[src/rtl/rlbp_seq_ctrl.sv]
// Frame sequencer for the 12-photodiode RLBP front end: pixel reset, integration,
// sample-hold, then a circular walk of comparator pairs assembled into a pattern word.
module rlbp_seq_ctrl #(
  parameter int N_PD       = 12,
  parameter int INT_W      = 16,
  parameter int RST_CYC    = 4,
  parameter int SETTLE_CYC = 2
) (
  input  logic             wb_clk_i,
  input  logic             wb_rst_i,
  input  logic             start_i,
  input  logic             abort_i,
  input  logic [INT_W-1:0] int_time_i,
  input  logic             cmp_out_i,
  output logic [N_PD-1:0]  pd_a_o,
  output logic [N_PD-1:0]  pd_b_o,
  output logic             sh_rst_o,
  output logic             sw1_o,
  output logic             sw2_o,
  output logic             sh_o,
  output logic             sh_cmp_o,
  output logic             busy_o,
  output logic             done_o,
  output logic [N_PD-1:0]  pattern_o,
  output logic [7:0]       frame_cnt_o
);

  localparam int SW = $clog2(N_PD);

  typedef enum logic [2:0] {
    S_IDLE  = 3'd0,
    S_RESET = 3'd1,
    S_INTEG = 3'd2,
    S_HOLD  = 3'd3,
    S_CMP   = 3'd4,
    S_DONE  = 3'd5
  } state_t;

  state_t            state_r, state_nxt;
  logic [INT_W-1:0]  cnt_r, cnt_nxt, t_r;
  logic [SW-1:0]     step_r, step_nxt;
  logic              sync1_r, sync2_r;
  logic [N_PD-1:0]   shadow_r, shadow_nxt;
  logic              start_ok, step_last;
  logic [N_PD-1:0]   pd_a_nxt, pd_b_nxt;
  logic              sh_rst_nxt, sw1_nxt, sw2_nxt, sh_nxt, sh_cmp_nxt, busy_nxt, done_nxt;

  function automatic logic [N_PD-1:0] onehot(input logic [SW-1:0] idx);
    logic [N_PD-1:0] r;
    for (int i = 0; i < N_PD; i++) r[i] = (idx == SW'(i));
    return r;
  endfunction

  function automatic logic [SW-1:0] next_idx(input logic [SW-1:0] idx);
    return (idx == SW'(N_PD - 1)) ? SW'(0) : idx + SW'(1);
  endfunction

  assign start_ok  = (state_r == S_IDLE) && start_i && !abort_i;
  assign step_last = (cnt_r == INT_W'(SETTLE_CYC + 1));

  // State register, phase counters, latched integration time and synchronizer
  always_ff @(posedge wb_clk_i or posedge wb_rst_i) begin
    if (wb_rst_i) begin
      state_r  <= S_IDLE;
      cnt_r    <= '0;
      step_r   <= '0;
      t_r      <= '0;
      sync1_r  <= 1'b0;
      sync2_r  <= 1'b0;
      shadow_r <= '0;
    end else begin
      state_r  <= state_nxt;
      cnt_r    <= cnt_nxt;
      step_r   <= step_nxt;
      sync1_r  <= cmp_out_i;
      sync2_r  <= sync1_r;
      shadow_r <= shadow_nxt;
      if (start_ok) t_r <= (int_time_i == '0) ? INT_W'(1) : int_time_i;
      else          t_r <= t_r;
    end
  end

  // Next-state and counter sequencing; abort forces IDLE from any busy state
  always_comb begin
    state_nxt  = state_r;
    cnt_nxt    = cnt_r;
    step_nxt   = step_r;
    shadow_nxt = shadow_r;
    case (state_r)
      S_IDLE: begin
        if (start_ok) begin
          state_nxt = S_RESET;
          cnt_nxt   = '0;
        end else begin
          state_nxt = S_IDLE;
        end
      end
      S_RESET: begin
        if (cnt_r == INT_W'(RST_CYC - 1)) begin
          state_nxt = S_INTEG;
          cnt_nxt   = '0;
        end else begin
          cnt_nxt = cnt_r + INT_W'(1);
        end
      end
      S_INTEG: begin
        if (cnt_r == t_r - INT_W'(1)) begin
          state_nxt = S_HOLD;
          cnt_nxt   = '0;
        end else begin
          cnt_nxt = cnt_r + INT_W'(1);
        end
      end
      S_HOLD: begin
        if (cnt_r == INT_W'(SETTLE_CYC - 1)) begin
          state_nxt = S_CMP;
          cnt_nxt   = '0;
          step_nxt  = '0;
        end else begin
          cnt_nxt = cnt_r + INT_W'(1);
        end
      end
      S_CMP: begin
        if (step_last) begin
          shadow_nxt[step_r] = sync2_r;
          cnt_nxt            = '0;
          if (step_r == SW'(N_PD - 1)) state_nxt = S_DONE;
          else                         step_nxt  = step_r + SW'(1);
        end else begin
          cnt_nxt = cnt_r + INT_W'(1);
        end
      end
      S_DONE: begin
        state_nxt = S_IDLE;
      end
      default: begin
        state_nxt = S_IDLE;
        cnt_nxt   = '0;
        step_nxt  = '0;
      end
    endcase
    if (abort_i && (state_r != S_IDLE)) begin
      state_nxt = S_IDLE;
      cnt_nxt   = '0;
      step_nxt  = '0;
    end else begin
      state_nxt = state_nxt;
    end
  end

  // Output decode from the next state so registered outputs track the state edge
  always_comb begin
    pd_a_nxt   = '0;
    pd_b_nxt   = '0;
    sh_rst_nxt = 1'b0;
    sw1_nxt    = 1'b0;
    sw2_nxt    = 1'b0;
    sh_nxt     = 1'b0;
    sh_cmp_nxt = 1'b0;
    done_nxt   = 1'b0;
    busy_nxt   = (state_nxt != S_IDLE);
    case (state_nxt)
      S_RESET: begin
        sh_rst_nxt = 1'b1;
        sw1_nxt    = 1'b1;
        pd_a_nxt   = '1;
        pd_b_nxt   = '1;
      end
      S_HOLD:  sh_nxt = 1'b1;
      S_CMP: begin
        sw2_nxt    = 1'b1;
        sh_cmp_nxt = 1'b1;
        pd_a_nxt   = onehot(step_nxt);
        pd_b_nxt   = onehot(next_idx(step_nxt));
      end
      S_DONE:  done_nxt = 1'b1;
      default: done_nxt = 1'b0;
    endcase
  end

  // Output registers; pattern and frame count only move on entry to DONE
  always_ff @(posedge wb_clk_i or posedge wb_rst_i) begin
    if (wb_rst_i) begin
      pd_a_o      <= '0;
      pd_b_o      <= '0;
      sh_rst_o    <= 1'b0;
      sw1_o       <= 1'b0;
      sw2_o       <= 1'b0;
      sh_o        <= 1'b0;
      sh_cmp_o    <= 1'b0;
      busy_o      <= 1'b0;
      done_o      <= 1'b0;
      pattern_o   <= '0;
      frame_cnt_o <= 8'd0;
    end else begin
      pd_a_o   <= pd_a_nxt;
      pd_b_o   <= pd_b_nxt;
      sh_rst_o <= sh_rst_nxt;
      sw1_o    <= sw1_nxt;
      sw2_o    <= sw2_nxt;
      sh_o     <= sh_nxt;
      sh_cmp_o <= sh_cmp_nxt;
      busy_o   <= busy_nxt;
      done_o   <= done_nxt;
      if (done_nxt) begin
        pattern_o   <= shadow_nxt;
        frame_cnt_o <= frame_cnt_o + 8'd1;
      end else begin
        pattern_o   <= pattern_o;
        frame_cnt_o <= frame_cnt_o;
      end
    end
  end

endmodule

[config.mk]
export PLATFORM = sky130hd
export DESIGN_NAME = rlbp_seq_ctrl
export DESIGN_NICKNAME = d
export VERILOG_FILES = /design/src/rtl/rlbp_seq_ctrl.sv
export SDC_FILE = /design/constraint.sdc
export NUM_CORES = 1
export LEC_CHECK = 0
export ABC_AREA = 1
export CAP_MARGIN = 15
export CORE_UTILIZATION = 25
export CTS_CLUSTER_DIAMETER = 60
export DETAILED_ROUTE_END_ITERATION = 10
export PLACE_DENSITY = 0.5
export RECOVER_POWER = 100
export SETUP_SLACK_MARGIN = 0.2
export SLEW_MARGIN = 20
export SYNTH_ARGS = -nofsm -noshare
export SYNTH_HDL_FRONTEND = slang
export SYNTH_SLANG_ARGS = --single-unit
[constraint.sdc]
create_clock -name wb_clk_i -period 6.5 [get_ports wb_clk_i]
set_input_delay 1.3 -clock wb_clk_i [delete_from_list [all_inputs] [get_ports wb_clk_i]]
set_output_delay 1.3 -clock wb_clk_i [all_outputs]
set_load 0.01 [all_outputs]
# After elaboration in Yosys (flattened, before gate mapping)

Cells that the tools add are included.

Register bits: 102
Input port bits: 21
Output and inout bits: 51
Logic and storage cells: 106

Add/sub/neg operators: 5
Order comparisons: 2
Equal/unequal tests: 37
Mux-type cells: 32
Reduce and logical (&&, ||, !) cells: 14

Operators with widths:

| cell                    | number |
|---|---|
| $mux W16                | 6 |
| $pmux W16 S5            | 1 |
| $pmux W12 S2            | 2 |
| $eq A4 B4 Y1 const B    | 9 |
| $eq A4 B3 Y1 const B    | 8 |
| $mux W12                | 2 |
| $mux W4                 | 5 |
| $mux W3                 | 6 |
| $add A16 B1 Y16 const B | 1 |
| $eq A16 B1 Y1 const B   | 1 |
| $eq A16 B16 Y1          | 1 |
| $eq A16 B2 Y1 const B   | 1 |
| $eq A4 B2 Y1 const B    | 4 |
| $logic_not A16 Y1       | 1 |
| $sub A16 B1 Y16 const B | 1 |
| $pmux W3 S5             | 1 |
| $bwmux W12              | 1 |
| $eq A3 B3 Y1 const B    | 4 |
| $pmux W4 S3             | 1 |
| $eq A3 B2 Y1 const B    | 3 |
| $add A4 B1 Y4 const B   | 2 |
| $add A8 B1 Y8 const B   | 1 |
| $eq A4 B1 Y1 const B    | 2 |
| $logic_not A4 Y1        | 2 |
| 14 further kinds        | 24 |

# Depth between registers and ports, before layout

Gate-level depths: netlist of the first run.

Depth after elaboration: 9
Mapped depth: 17
Mapped depth without buffers: 16

# Worst setup path before layout of the first run

OpenSTA, ideal clock, no wires.

Path type: input to register
Start point: input port abort_i
End point: register cnt_r[12]
Library setup time: 0.118 ns
Arrival time: 2.366 ns
Data required time: 6.382 ns
Setup slack: 4.016 ns
Stages: 9
Buffers on the path: 1
Cell sequence: inv_1 nor2_2 inv_1 buf_2 o21ai_2 inv_1 o21ai_0 nand3b_1 nand2_1

Word-level cells in the longest chain between the ends: 4
Elaborated cells between the ends (all ways): 7
Classes of those cells: 2 x eq/ne; 1 x mux; 4 x reduce/logical

Ends and longest elaborated chain:

| element                            | RTL line | text |
|---|---|---|
| from (decl)                        | 12       | `input logic abort_i,` |
| $logic_not A1 Y1                   | 58       | `assign start_ok = (state_r == S_IDLE) && start_i && !abort_i;` |
| $logic_and A1 B1 Y1                | 58       |  |
| $ne A3 B2 Y1 (no source line)      | -        |  |
| $reduce_and A2 Y1 (no source line) | -        |  |
| to (signal assigned)               | 73       | `cnt_r <= cnt_nxt;` |
| to (decl)                          | 40       | `logic [INT_W-1:0] cnt_r, cnt_nxt, t_r;` |

Parallel ways exist; a longest one is shown, timed or not.
A chain may end at the register's enable or synchronous reset.

# Worst setup path after layout of the first run

Start point: input port abort_i
End point: register pd_a_o[11]

Word-level cells in the longest chain between the ends: 7
Elaborated cells between the ends (all ways): 11
Classes of those cells: 3 x eq/ne; 5 x mux; 3 x reduce/logical

Ends and longest elaborated chain:

| element                                      | RTL line | text |
|---|---|---|
| $logic_not A1 Y1                             | 58       |  |
| $logic_and A1 B1 Y1                          | 58       |  |
| $mux W1                                      | 91       | `if (start_ok) begin` |
| $pmux W3 S5                                  | 89       | `case (state_r)` |
| $mux W3                                      | 142      | `if (abort_i && (state_r != S_IDLE)) begin` |
| $eq A3 B3 Y1 or $eq A3 B1 Y1 (tied branches) | 162      | `case (state_nxt)` |
| $pmux W12 S2 (*)                             | 162      |  |
| named net pd_a_nxt[11]                       | 45       | `logic [N_PD-1:0] pd_a_nxt, pd_b_nxt;` |
| to (signal assigned)                         | 196      | `pd_a_o <= pd_a_nxt;` |
| to (decl)                                    | 15       | `output logic [N_PD-1:0] pd_a_o,` |

The timed path passes the listed nets; every way through them passes the cells marked *.

==> qor_table.md, run 1 <==
| Group | Parameter | Reported |
|---|---|---|
| yosys | Ys Warns | 0 |
| floorplanning | Die width | 153 um |
| global route | Wire length of the first global-routing pass | 23,900 um |
| yosys | Most frequent cell after synthesis | nand2_1 |
| place | Global placement routability congestion | 0.822 |
| place | Port-buffer cells | 71 |
| floorplanning | Overall die height | 153 um |
| detailed routing | Number of DRC markers in iteration 0 | 187 |
| detailed routing | Routed wire per std cell | 13.0 um |
| min path | Class of the tightest hold or removal check | reg2reg |
| global route | Overall overflow remaining after global route | 0 |
| setup path | Arrival @ worst endpoint | 4710 ps |
| detailed routing | Drc violations | 1 |
| yosys | Top cells by count, synth | 215 x nand2_1, 102 x dfrtp_1, 76 x inv_1 |
| sta | Setup skew after layout | 14.1 ps |
| power | Reported leakage power | 3.40 nW |
| detailed routing | Wire length reported by the detailed router | 14,000 um |
| sta | Slew at the pin closest to its max-slew limit | 2430 ps |
| status | Status | finished, violations left |
| job | Number of violations of the max-capacitance limit | 2 |
| floorplanning | Area of the die | 23,300 um^2 |
| yosys | Mux contribution to synthesized area | 0.596% |
| yosys | Number of different library cells in the post-synthesis netlist | 37 |
| detailed routing | Remaining antenna violation count after routing | 0 |
| sta | Post-route fraction of the period consumed by the critical path | 68.2% |
| layout | Proportion of layout cells with a drive suffix above 1 | 5.76% |
| place | Worst setup timing slack at the placement stage | 2260 ps |
| yosys | Prevailing post-synth register cell | dfrtp_1 |
| detailed routing | Via/cell ratio | 4.41 |
| yosys | Async set-reset flop share out of synthesis | 100% |
| global route | Largest net degree at the start of global routing | 53 |
| sta | Final Hold Viols | 0 |
| sta | Minimum setup slack in the final design | 2070 ps |
| detailed routing | Initial DRT Pass Iterations | 9 |
| power | Pwr Density | 335 nW/um^2 |
| clock network | H-tree level count | 3 |
| yosys | Compound-cell area share of the yosys netlist | 4.73% |
| sta | Final max-slew violation count | 76 |
| yosys | Post-synth EDFFs | 0 |
| clock network | Clock root buffer | clkbuf_16 |
| sta | Slew headroom | -62.6% |
| floorplanning | Count of standard-cell rows | 54 |
| yosys | Dominant cells by area after synthesis | dfrtp_1 45%, nand2_1 14%, nand3_1 5.3% |
| yosys | Synth Area in Simple Gates | 35.0% |
| clock network | Clock Latency Late Sink | 360 ps |
| clock network | Clock buffers created by TritonCTS | 9 |
| clock network | Clock Path Buffers | 2 |
| global route | Number of antenna violations at the first check in global routing | 0 |
| layout | Layout area overhead | 20.9% |
| floorplanning | Core Box Area | 22,000 um^2 |
| clock network | Clock tree from TritonCTS | yes |
| clock network | Post-CTS setup buffers | 0 |
| setup path | Nature of the critical path endpoint | flop |
| layout | Post-layout nets | 823 |
| yosys | Mapped cell area | 5660 um^2 |
| yosys | Register area share after synthesis | 45.1% |
| clock network | Sink Count | 102 |
| status | Violated checks | design-rule violations, max-capacitance violations, max-slew violations |
| yosys | Avg Cell Area, Syn | 7.70 um^2 |
| power | Peak supply drop | 114 uV |
| floorplanning | Starting Density | 25.7% |
| place | Detail Placement HPWL | 10,300 um |
| floorplanning | Top-level I/O count | 72 |
| setup path | Critical path class | in2reg |
| clock network | Clock input transition at the sequential cells of the worst setup and hold paths | 80 ps |
| global route | Overall global routing resource usage | 12.8% |
| global route | Via count of the first global-routing pass | 4,717 |
| clock network | Number of buffers inserted by hold repair at cts | 0 |
| sta | Total of endpoints with negative setup slack in the final report | 0 |
| layout | Number of diodes added for antenna fixing | 0 |
| sta | RSZ-0062 raised after global routing | no |
| yosys | Post-synthesis xor/xnor area fraction | 4.48% |
| yosys | Number of nets in the synthesized netlist | 765 |
| yosys | Area share of fa/ha/maj cells after synthesis | 1.77% |
| yosys | Post-synthesis instance total | 736 |
| setup path | CP startpoint kind | input pin |
| setup path | Max Fanout on Critical Path | 25 |
| yosys | Post-synth top area cell | dfrtp_1 |
| detailed routing | Routed vias | 4,752 |
| yosys | Area share of the largest cell type after synthesis | 45.1% |
| clock network | Post-cts sizing count | 0 |
| setup path | WP data required | 6780 ps |
| sta | Time the final worst path needs with I/O delays and setup | 4430 ps |
| yosys | Largest family of logic cells by synthesized area | simple AND/OR/NAND/NOR gates |
| yosys | Yosys reg bits | 102 |
| sta | Aggregate negative setup slack | 0 ps |
| sta | Fmax | 226 MHz |
cell usage in the layout (no fill, tap or decap), types with 2 or more instances in the layout:
| master | synthesis | layout |
|---|---|---|
| nand3_2 | 3 | 3 |
| nor2_1 | 72 | 75 |
| nand4_1 | 43 | 43 |
| nor2_2 | 8 | 6 |
| buf_4 | 5 | 2 |
| inv_6 | 0 | 2 |
| inv_1 | 76 | 75 |
| nand2_1 | 215 | 215 |
| nor3_1 | 9 | 9 |
| xnor2_1 | 8 | 8 |
| clkinv_1 | 2 | 3 |
| nand3_1 | 60 | 61 |
| xor2_1 | 21 | 21 |
| a21oi_1 | 11 | 12 |
| nor2_4 | 3 | 3 |
| inv_2 | 7 | 6 |
| ha_1 | 8 | 8 |
| nor4_1 | 6 | 6 |
| nand2_2 | 4 | 4 |
| dlygate4sd3_1 | 0 | 54 |
| clkbuf_16 | 0 | 9 |
| mux2_2 | 3 | 3 |
| nand3b_1 | 6 | 6 |
| clkdlybuf4s50_1 | 0 | 17 |
| o21ai_0 | 27 | 28 |
| dfrtp_1 | 102 | 102 |
layout make-up:
type | instances | area, um^2
fill | 2385 | 15200
multi-input combinational | 521 | 2590
sequential | 102 | 2550
timing repair buffer | 75 | 734
tap | 280 | 350
inverter | 85 | 320
clock buffer | 9 | 225
clock inverter | 6 | 80.1
path summary, 6_finish.rpt:
path,start,cells after the start,end,slack [ps]
setup / recovery,abort_i,8,pd_a_o[11],2070
hold / removal,sync1_r,0,sync2_r,350
setup reg to reg,cnt_r[8],11,pd_a_o[11],2190
hold reg to reg,sync1_r,0,sync2_r,350
max in group asynchronous,wb_rst_i,3,shadow_r[5],2360
min in group asynchronous,wb_rst_i,2,pd_b_o[10],2060
report_power, final:
part           total (mW)  internal, mW  switching, mW
Combinational       0.864         0.319          0.545
Clock               0.565         0.304          0.261
Sequential          0.867         0.775         0.0925
worst max-delay path, cell delays in order:
cell and delay, ps:
dlygate4sd3_1 540, inv_1 100, nand3_1 300, o2111ai_1 230, clkinv_1 100, a21oi_1 1340, nand3_4 560, nand2_1 230
per-layer routing:
layer / vias up / track usage, % / routed length (um)
li1: 2475 / - / -
met1: 2214 / 16.4 / 6560
met2: 52 / 22.0 / 6840
met3: 11 / 2.22 / 393
met4: 0 / 4.09 / 184
met5: - / 0 / 0
flip-flops by register name, summed over array words and instances, names as in the netlist:
signal and flops:
done_o 1, sync1_r 1, frame_cnt_o 8, pd_b_o 12, sw1_o 1, pd_a_o 12
busy_o 1, shadow_r 12, t_r 16, sh_cmp_o 1, sh_o 1, cnt_r 16
state_r 3, step_r 4, pattern_o 12, sync2_r 1
through the flow:
| step | hold WS (ps) | instance area (um^2) | cells | total power, mW | util (%) |
|---|---|---|---|---|---|
| after CTS | 357 | 6910 | 1078 | 2.38 | 31.4 |
| after detailed placement | 338 | 6600 | 1063 | 1.81 | 30.0 |
| after global placement | 334 | 6600 | 1063 | 1.80 | 30.0 |
| after global routing | 364 | 6850 | 1078 | 2.48 | 31.1 |
| final | 354 | 6850 | 1078 | 2.30 | 31.1 |
| after floorplan | 331 | 5660 | 736 | 1.48 | - |
cell families after synthesis:
family	Yosys count
AND/OR/NAND/NOR	434
buffers and inverters	113
flip-flops	102
AO/OA/AOI/OAI	47
XOR/XNOR	29
adder cells (fa/ha/maj)	8
multiplexers	3
No activity file was read; power rests on OpenSTA's default activity.
==> inputs of run 2 (changes only) <==
clock period = 4.65 ns   (was 6.5 ns; I/O delays follow)
==> run 2 against run 1 <==
- the run ends with max-capacitance violations, max-slew violations left
- sequential power grew 41%
- global-route usage grew 0.35 points
- critical endpoint is now pattern_o[11]
- final cell count increased by 0.46%
- clock skew grew 0.93 ps
- first-iteration DRC count rose by 9.6%
- core utilization up 0.063 points
- via count increased by 0.55%
- register-to-register slack lost 980 ps
- hold slack improved by 0.99 ps
- total power is 40% higher
- routed wire length up 2.9%
- die area is the same
==> qor_table.md, run 2 (synthesis results as in run 1) <==
| Group | Parameter | Reported | Change |
|---|---|---|---|
| setup path | Startpoint of the most critical register-to-register path | cnt_r[12] |  |
| clock network | Clock input transition at the sequential cells of the worst setup and hold paths | 80 ps | about the same |
| clock network | Post-CTS setup buffers | 0 | unchanged |
| sta | Worst Hold Margin | 354 ps | +0.986 ps |
| power | Peak supply drop | 184 uV | +62% |
| detailed routing | Wire length reported by the detailed router | 14,400 um | +2.9% |
| layout | Fin util | 31.2% | +0.063 points |
| clock network | Clock Latency Late Sink | 360 ps | about the same |
| layout | Number of diodes added for antenna fixing | 0 | unchanged |
| place | Detail Placement HPWL | 10,500 um | +1.3% |
| global route | Wire length of the first global-routing pass | 24,900 um | +4.0% |
| detailed routing | Initial DRT Pass Iterations | 6 | -3 |
| floorplanning | Top-level I/O count | 72 | unchanged |
| sta | Total of endpoints with negative setup slack in the final report | 0 | unchanged |
| layout | Number of inserted filler cells in the final layout | 2,379 | -0.25% |
| setup path | Worst path cell trace | nor2_1 -> nand2_2 -> nor2_1 -> nand2_1 -> o31ai_1 -> inv_1 -> nor2_4 -> nand4_1 -> clkbuf_1 -> nand2_1 -> nand2_1 |  |
| status | Status | finished, violations left |  |
| power | Clock power frac | 24.3% | -0.3 points |
| power | Cell-internal power | 1.93 mW | +38% |
| power | Net switching share of the total power | 39.9% | +0.78 points |
| setup path | Worst R2R Setup Slack | 1210 ps | -980 ps |
| sta | Fmax | 291 MHz |  |
| sta | RSZ-0062 raised after global routing | no |  |
| clock network | H-tree level count | 3 | unchanged |
| power | Gate power share | 37.7% | about the same |
| layout | Layout area overhead | 21.2% |  |
| layout | Area of the multi-input gates | 2590 um^2 | about the same |
| setup path | Cell with the biggest individual delay on the critical path | nor2_4 |  |
| sta | Final Hold Viols | 0 | unchanged |
| sta | Aggregate negative setup slack | 0 ps | unchanged |
| layout | Commonest non-fill, non-tap cell in the layout | nand2_1 |  |
| detailed routing | Via/cell ratio | 4.41 | about the same |
| place | Global placement routability congestion | 0.816 | -0.68% |
| clock network | Clock tree from TritonCTS | yes |  |
| power | Sw Pwr | 1.28 mW | +43% |
| floorplanning | Starting Density | 25.7% | unchanged |
| power | Reported leakage power | 3.42 nW | +0.47% |
| setup path | Count of cells along the worst register-to-register path | 11 | unchanged |
| floorplanning | Area of the die | 23,300 um^2 | unchanged |
| status | Violated checks | max-capacitance violations, max-slew violations |  |
| setup path | Cell with the most instances on the worst path | nand2_1 |  |
| detailed routing | Drc violations | 0 | -1 |
| floorplanning | Overall die height | 153 um | unchanged |
| layout | Registers with the most flip-flops | cnt_r (16), t_r (16) |  |
| clock network | Clock root buffer | clkbuf_16 |  |
| clock network | Clock Path Buffers | 2 | unchanged |
| global route | Largest net degree at the start of global routing | 58 | +9.4% |
| layout | Proportion of layout cells with a drive suffix above 1 | 5.73% | -0.036 points |
| floorplanning | Count of standard-cell rows | 54 | unchanged |
| layout | Most frequent cells in the layout | 216 x nand2_1, 102 x dfrtp_1, 77 x nor2_1 |  |
| setup path | Arrival @ worst endpoint | 3680 ps | -1030 ps |
| power | Pwr Density | 468 nW/um^2 | +40% |
| detailed routing | Remaining antenna violation count after routing | 0 | unchanged |
| setup path | Termination of the worst setup path | pattern_o[11] |  |
| setup path | Nature of the critical path endpoint | flop |  |
| setup path | CP startpoint kind | flop |  |
| setup path | Critical path class | reg2reg |  |
| clock network | Clock buffers created by TritonCTS | 9 | unchanged |
| global route | Overall overflow remaining after global route | 0 | unchanged |
| sta | Slew at the pin closest to its max-slew limit | 2660 ps | +238 ps |
| global route | Number of antenna violations at the first check in global routing | 0 | unchanged |
| global route | Via count of the first global-routing pass | 4,928 | +4.5% |
| detailed routing | Routed vias | 4,778 | +0.55% |
| clock network | Post-cts sizing count | 0 | unchanged |
| setup path | Max Fanout on Critical Path | 36 | +44% |
| layout | Combined flip-flop and latch cell area | 2550 um^2 | unchanged |
| sta | Setup skew after layout | 15.1 ps | +0.932 ps |
| floorplanning | Die width | 153 um | unchanged |
| setup path | Highest cell delay on the worst timing path | 640 ps | -700 ps |
| place | Number of instances in the placed design | 1,067 | +0.38% |
| sta | Post-route fraction of the period consumed by the critical path | 73.9% |  |
| clock network | Number of buffers inserted by hold repair at cts | 0 | unchanged |
| sta | Final max-slew violation count | 58 | -24% |
| sta | Time the final worst path needs with I/O delays and setup | 3440 ps |  |
| setup path | RR Endpoint | pattern_o[11] |  |
| floorplanning | Core Box Area | 22,000 um^2 | unchanged |
| detailed routing | Number of DRC markers in iteration 0 | 205 | +9.6% |
| layout | Post-layout nets | 827 | +0.49% |
| power | Overall power consumption | 3.21 mW | +40% |
| min path | Class of the tightest hold or removal check | reg2reg |  |
| job | Number of violations of the max-capacitance limit | 1 | -1 |
| setup path | Crit path from | cnt_r[12] |  |
| sta | Slew headroom | -78.6% | -16 points |
| layout | Final Non-Filler Cells | 1,083 | +0.46% |
| setup path | WP data required | 4900 ps | -1880 ps |
| clock network | Sink Count | 102 | unchanged |
| power | Sequential Power Share | 38.0% | +0.2 points |
| detailed routing | Routed wire per std cell | 13.3 um | +2.4% |
| global route | Overall global routing resource usage | 13.2% | +0.35 points |
| place | Port-buffer cells | 71 | unchanged |
-- run 2: cell type report --
type / count / share of cell area, %
multi-input cells: 521 / 37.7
flip-flops and latches: 102 / 37.2
repair buffers: 79 / 11.0
well taps: 280 / 5.10
inverters: 85 / 4.67
clock buffers: 10 / 3.48
clock inverters: 6 / 0.893
-- run 2: critical path: cells and delay by family, from the launching register on --
| family | cells | cell delay [ps] |
|---|---|---|
| AOI/OAI and AO/OA | 1 | 240 |
| and+or+nand+nor | 8 | 1960 |
| buffers and inverters | 2 | 640 |
| DFF | 1 | 470 |
-- run 2: how the worst min path moves through the flow --
stage	depth (start not counted)	slack, ps	from	to
5_1_grt	0	370	sync1_r	sync2_r
3_3_place_gp	0	330	sync1_r	sync2_r
3_5_place_dp	0	340	sync1_r	sync2_r
6_report	0	350	sync1_r	sync2_r
2_1_floorplan	0	330	sync1_r	sync2_r
4_1_cts	0	360	sync1_r	sync2_r
-- run 2: through the flow --
| stage | instance area, um^2 | setup WS [ps] |
|---|---|---|
| after CTS | 6930 | 1630 |
| after floorplan | 5660 | 1040 |
| after global placement | 6630 | 1470 |
| after global routing | 6860 | 792 |
| after detailed placement | 6630 | 1450 |
| final | 6860 | 1210 |
-- run 2: power groups by stage --
stage                     combinational (mW)  sequential [mW]  clock, mW
final                                   1.21             1.22      0.780
after floorplan                        0.801             1.27          0
after global routing                    1.39             1.25      0.837
after global placement                  1.29             1.25          0
after detailed placement                1.29             1.25          0
after CTS                               1.30             1.23      0.807
-- run 2: layer usage --
metal | vias up | routed length, um | track usage [%]
met1 | 2222 | 6780 | 16.8
met4 | 0 | 179 | 3.22
met2 | 58 | 6960 | 22.7
li1 | 2483 | - | -
met5 | - | 0 | 0
met3 | 15 | 455 | 2.84
==> inputs of run 3 (changes only) <==
clock period = 3.3 ns   (was 4.65 ns; I/O delays follow)
==> run 3 against run 2 <==
- the run ends with design-rule violations left
- hold slack lost 1.6 ps
- global-route usage grew 0.23 points
- die area is the same
- non-clock buffer count grew 4
- critical path type unchanged
- largest cell class unchanged
==> qor_table.md, run 3 (synthesis results as in run 1) <==
| Group | Parameter | Reported | Change |
|---|---|---|---|
| status | Status | finished, violations left |  |
| status | Violated checks | design-rule violations |  |
| clock network | Clock Latency Late Sink | 360 ps | about the same |
| sta | Fmax | 368 MHz | +26% |
| setup path | Critical path class | reg2reg |  |
| power | Reported leakage power | 3.45 nW | +0.92% |
| floorplanning | Count of standard-cell rows | 54 | unchanged |
| detailed routing | Number of DRC markers in iteration 0 | 202 | -1.5% |
| layout | Most frequent cells in the layout | 215 x nand2_1, 102 x dfrtp_1, 75 x inv_1, 75 x nor2_1, 62 x nand3_1 |  |
| layout | Number of inserted filler cells in the final layout | 2,384 | +0.21% |
| sta | Setup skew after layout | 16.0 ps | +0.934 ps |
| clock network | Clock input transition at the sequential cells of the worst setup and hold paths | 80 ps | about the same |
| clock network | Clock root buffer | clkbuf_16 |  |
| power | Overall power consumption | 4.58 mW | +43% |
| setup path | Number of buffers and inverters on the critical path | 1 | -1 |
| clock network | Clock buffers created by TritonCTS | 9 | unchanged |
| layout | Layout area overhead | 22.5% |  |
| detailed routing | Routed vias | 4,771 | -0.15% |
| sta | RSZ-0062 raised after global routing | no |  |
| global route | Largest net degree at the start of global routing | 52 | -10% |
| sta | Total of endpoints with negative setup slack in the final report | 0 | unchanged |
| sta | Slew at the pin closest to its max-slew limit | 1070 ps | -1590 ps |
| setup path | WP data required | 3570 ps | -1330 ps |
| job | Number of violations of the max-capacitance limit | 0 | -1 |
| floorplanning | Die width | 153 um | unchanged |
| global route | Number of antenna violations at the first check in global routing | 0 | unchanged |
| global route | Overall overflow remaining after global route | 0 | unchanged |
| global route | Wire length of the first global-routing pass | 25,200 um | +0.94% |
| layout | Registers with the most flip-flops | cnt_r (16), t_r (16) |  |
| detailed routing | Routed wire per std cell | 13.3 um | +0.41% |
| clock network | Clock Path Buffers | 2 | unchanged |
| clock network | Number of buffers inserted by hold repair at cts | 0 | unchanged |
| setup path | Cell with the biggest individual delay on the critical path | dfrtp_1 |  |
| setup path | Max Fanout on Critical Path | 25 | -31% |
| place | Detail Placement HPWL | 10,600 um | +1.6% |
| sta | Final Hold Viols | 0 | unchanged |
| global route | Overall global routing resource usage | 13.4% | +0.23 points |
| detailed routing | Via/cell ratio | 4.39 | -0.42% |
| setup path | CP startpoint kind | flop |  |
| setup path | Arrival @ worst endpoint | 2990 ps | -690 ps |
| setup path | Nature of the critical path endpoint | flop |  |
| clock network | Clock tree from TritonCTS | yes |  |
| detailed routing | Wire length reported by the detailed router | 14,500 um | +0.69% |
| floorplanning | Core Box Area | 22,000 um^2 | unchanged |
| sta | Time the final worst path needs with I/O delays and setup | 2720 ps | -718 ps |
| clock network | H-tree level count | 3 | unchanged |
| setup path | Cell with the most instances on the worst path | nand2_1 |  |
| place | Port-buffer cells | 71 | unchanged |
| floorplanning | Top-level I/O count | 72 | unchanged |
| layout | Number of diodes added for antenna fixing | 0 | unchanged |
| detailed routing | Drc violations | 1 | +1 |
| layout | Commonest non-fill, non-tap cell in the layout | nand2_1 |  |
| clock network | Post-cts sizing count | 0 | unchanged |
| sta | Final max-slew violation count | 0 | -100% |
| detailed routing | Remaining antenna violation count after routing | 0 | unchanged |
| setup path | Delay-heaviest family, CP | simple AND/OR/NAND/NOR gates |  |
| global route | Via count of the first global-routing pass | 5,017 | +1.8% |
| floorplanning | Area of the die | 23,300 um^2 | unchanged |
| place | Global placement routability congestion | 0.798 | -2.3% |
| min path | Class of the tightest hold or removal check | reg2reg |  |
| floorplanning | Starting Density | 25.7% | unchanged |
| detailed routing | Initial DRT Pass Iterations | 7 | +1 |
| setup path | Worst path cell trace | inv_2 -> ha_1 -> nand3_1 -> nor2_1 -> nand2_1 -> nand2_1 -> nand2_1 -> nor2_1 -> nand2_1 -> nor2_1 -> nand3_2 -> a21oi_4 -> nand3_4 -> nand2_1 |  |
| sta | Slew headroom | 28.2% | +110 points |
| layout | Proportion of layout cells with a drive suffix above 1 | 6.82% | +1.1 points |
| clock network | Sink Count | 102 | unchanged |
| clock network | Post-CTS setup buffers | 0 | unchanged |
| sta | Post-route fraction of the period consumed by the critical path | 82.4% | +8.5 points |
| power | Peak supply drop | 235 uV | +27% |
| sta | Aggregate negative setup slack | 0 ps | unchanged |
| layout | Post-layout nets | 831 | +0.48% |
| power | Pwr Density | 660 nW/um^2 | +41% |
| floorplanning | Overall die height | 153 um | unchanged |
| setup path | Highest cell delay on the worst timing path | 410 ps | -230 ps |
## run 3: cell types whose count changed in the layout (fill, tap and decap cells not counted), sizes merged
cell / delta
buf: +5
bufinv: +1
clkbuf: -2
clkinvlp: -1
## run 3: per-layer routing
| metal | GRT usage, % | routed length [um] |
|---|---|---|
| met1 | 17.0 | 6810 |
| met2 | 22.9 | 7130 |
| met3 | 2.28 | 355 |
| met4 | 4.91 | 180 |
| met5 | 0 | 0 |
## run 3: final cells by class
cell class | instances | area [um^2] | area share [%]
clock buffer | 9 | 225 | 3.25
clock inverter | 6 | 76.3 | 1.10
inverter | 85 | 320 | 4.62
multi-input combinational | 521 | 2610 | 37.6
sequential | 102 | 2550 | 36.8
tap | 280 | 350 | 5.05
timing repair buffer | 83 | 801 | 11.5
## run 3: power by group
part	switching (mW)	total, mW	internal [mW]	leakage (nW)
sequential	0.187	1.71	1.53	1.35
combinational	1.10	1.76	0.657	1.95
clock	0.510	1.11	0.598	0.148
## run 3: metrics by stage
step / cell area, um^2 / std cells / setup WS, ps / util, % / hold WS (ps)
2_1_floorplan: 5670 / 736 / 1160 / - / 331
3_3_place_gp: 6680 / 1071 / 565 / 30.3 / 335
3_5_place_dp: 6680 / 1071 / 548 / 30.3 / 338
4_1_cts: 6980 / 1086 / 628 / 31.7 / 356
5_1_grt: 6940 / 1086 / 174 / 31.5 / 371
6_report: 6940 / 1086 / 580 / 31.5 / 353
## run 3: path summary, 6_finish.rpt
kind | cells after the start | startpoint | slack [ps] | to
setup / recovery | 14 | t_r[0] | 580 | pd_a_o[8]
setup reg to reg | 14 | t_r[0] | 580 | pd_a_o[8]
hold reg to reg | 0 | sync1_r | 350 | sync2_r
max in group asynchronous | 3 | wb_rst_i | 1120 | shadow_r[3]
min in group asynchronous | 2 | wb_rst_i | 980 | sh_o
hold / removal | 0 | sync1_r | 350 | sync2_r
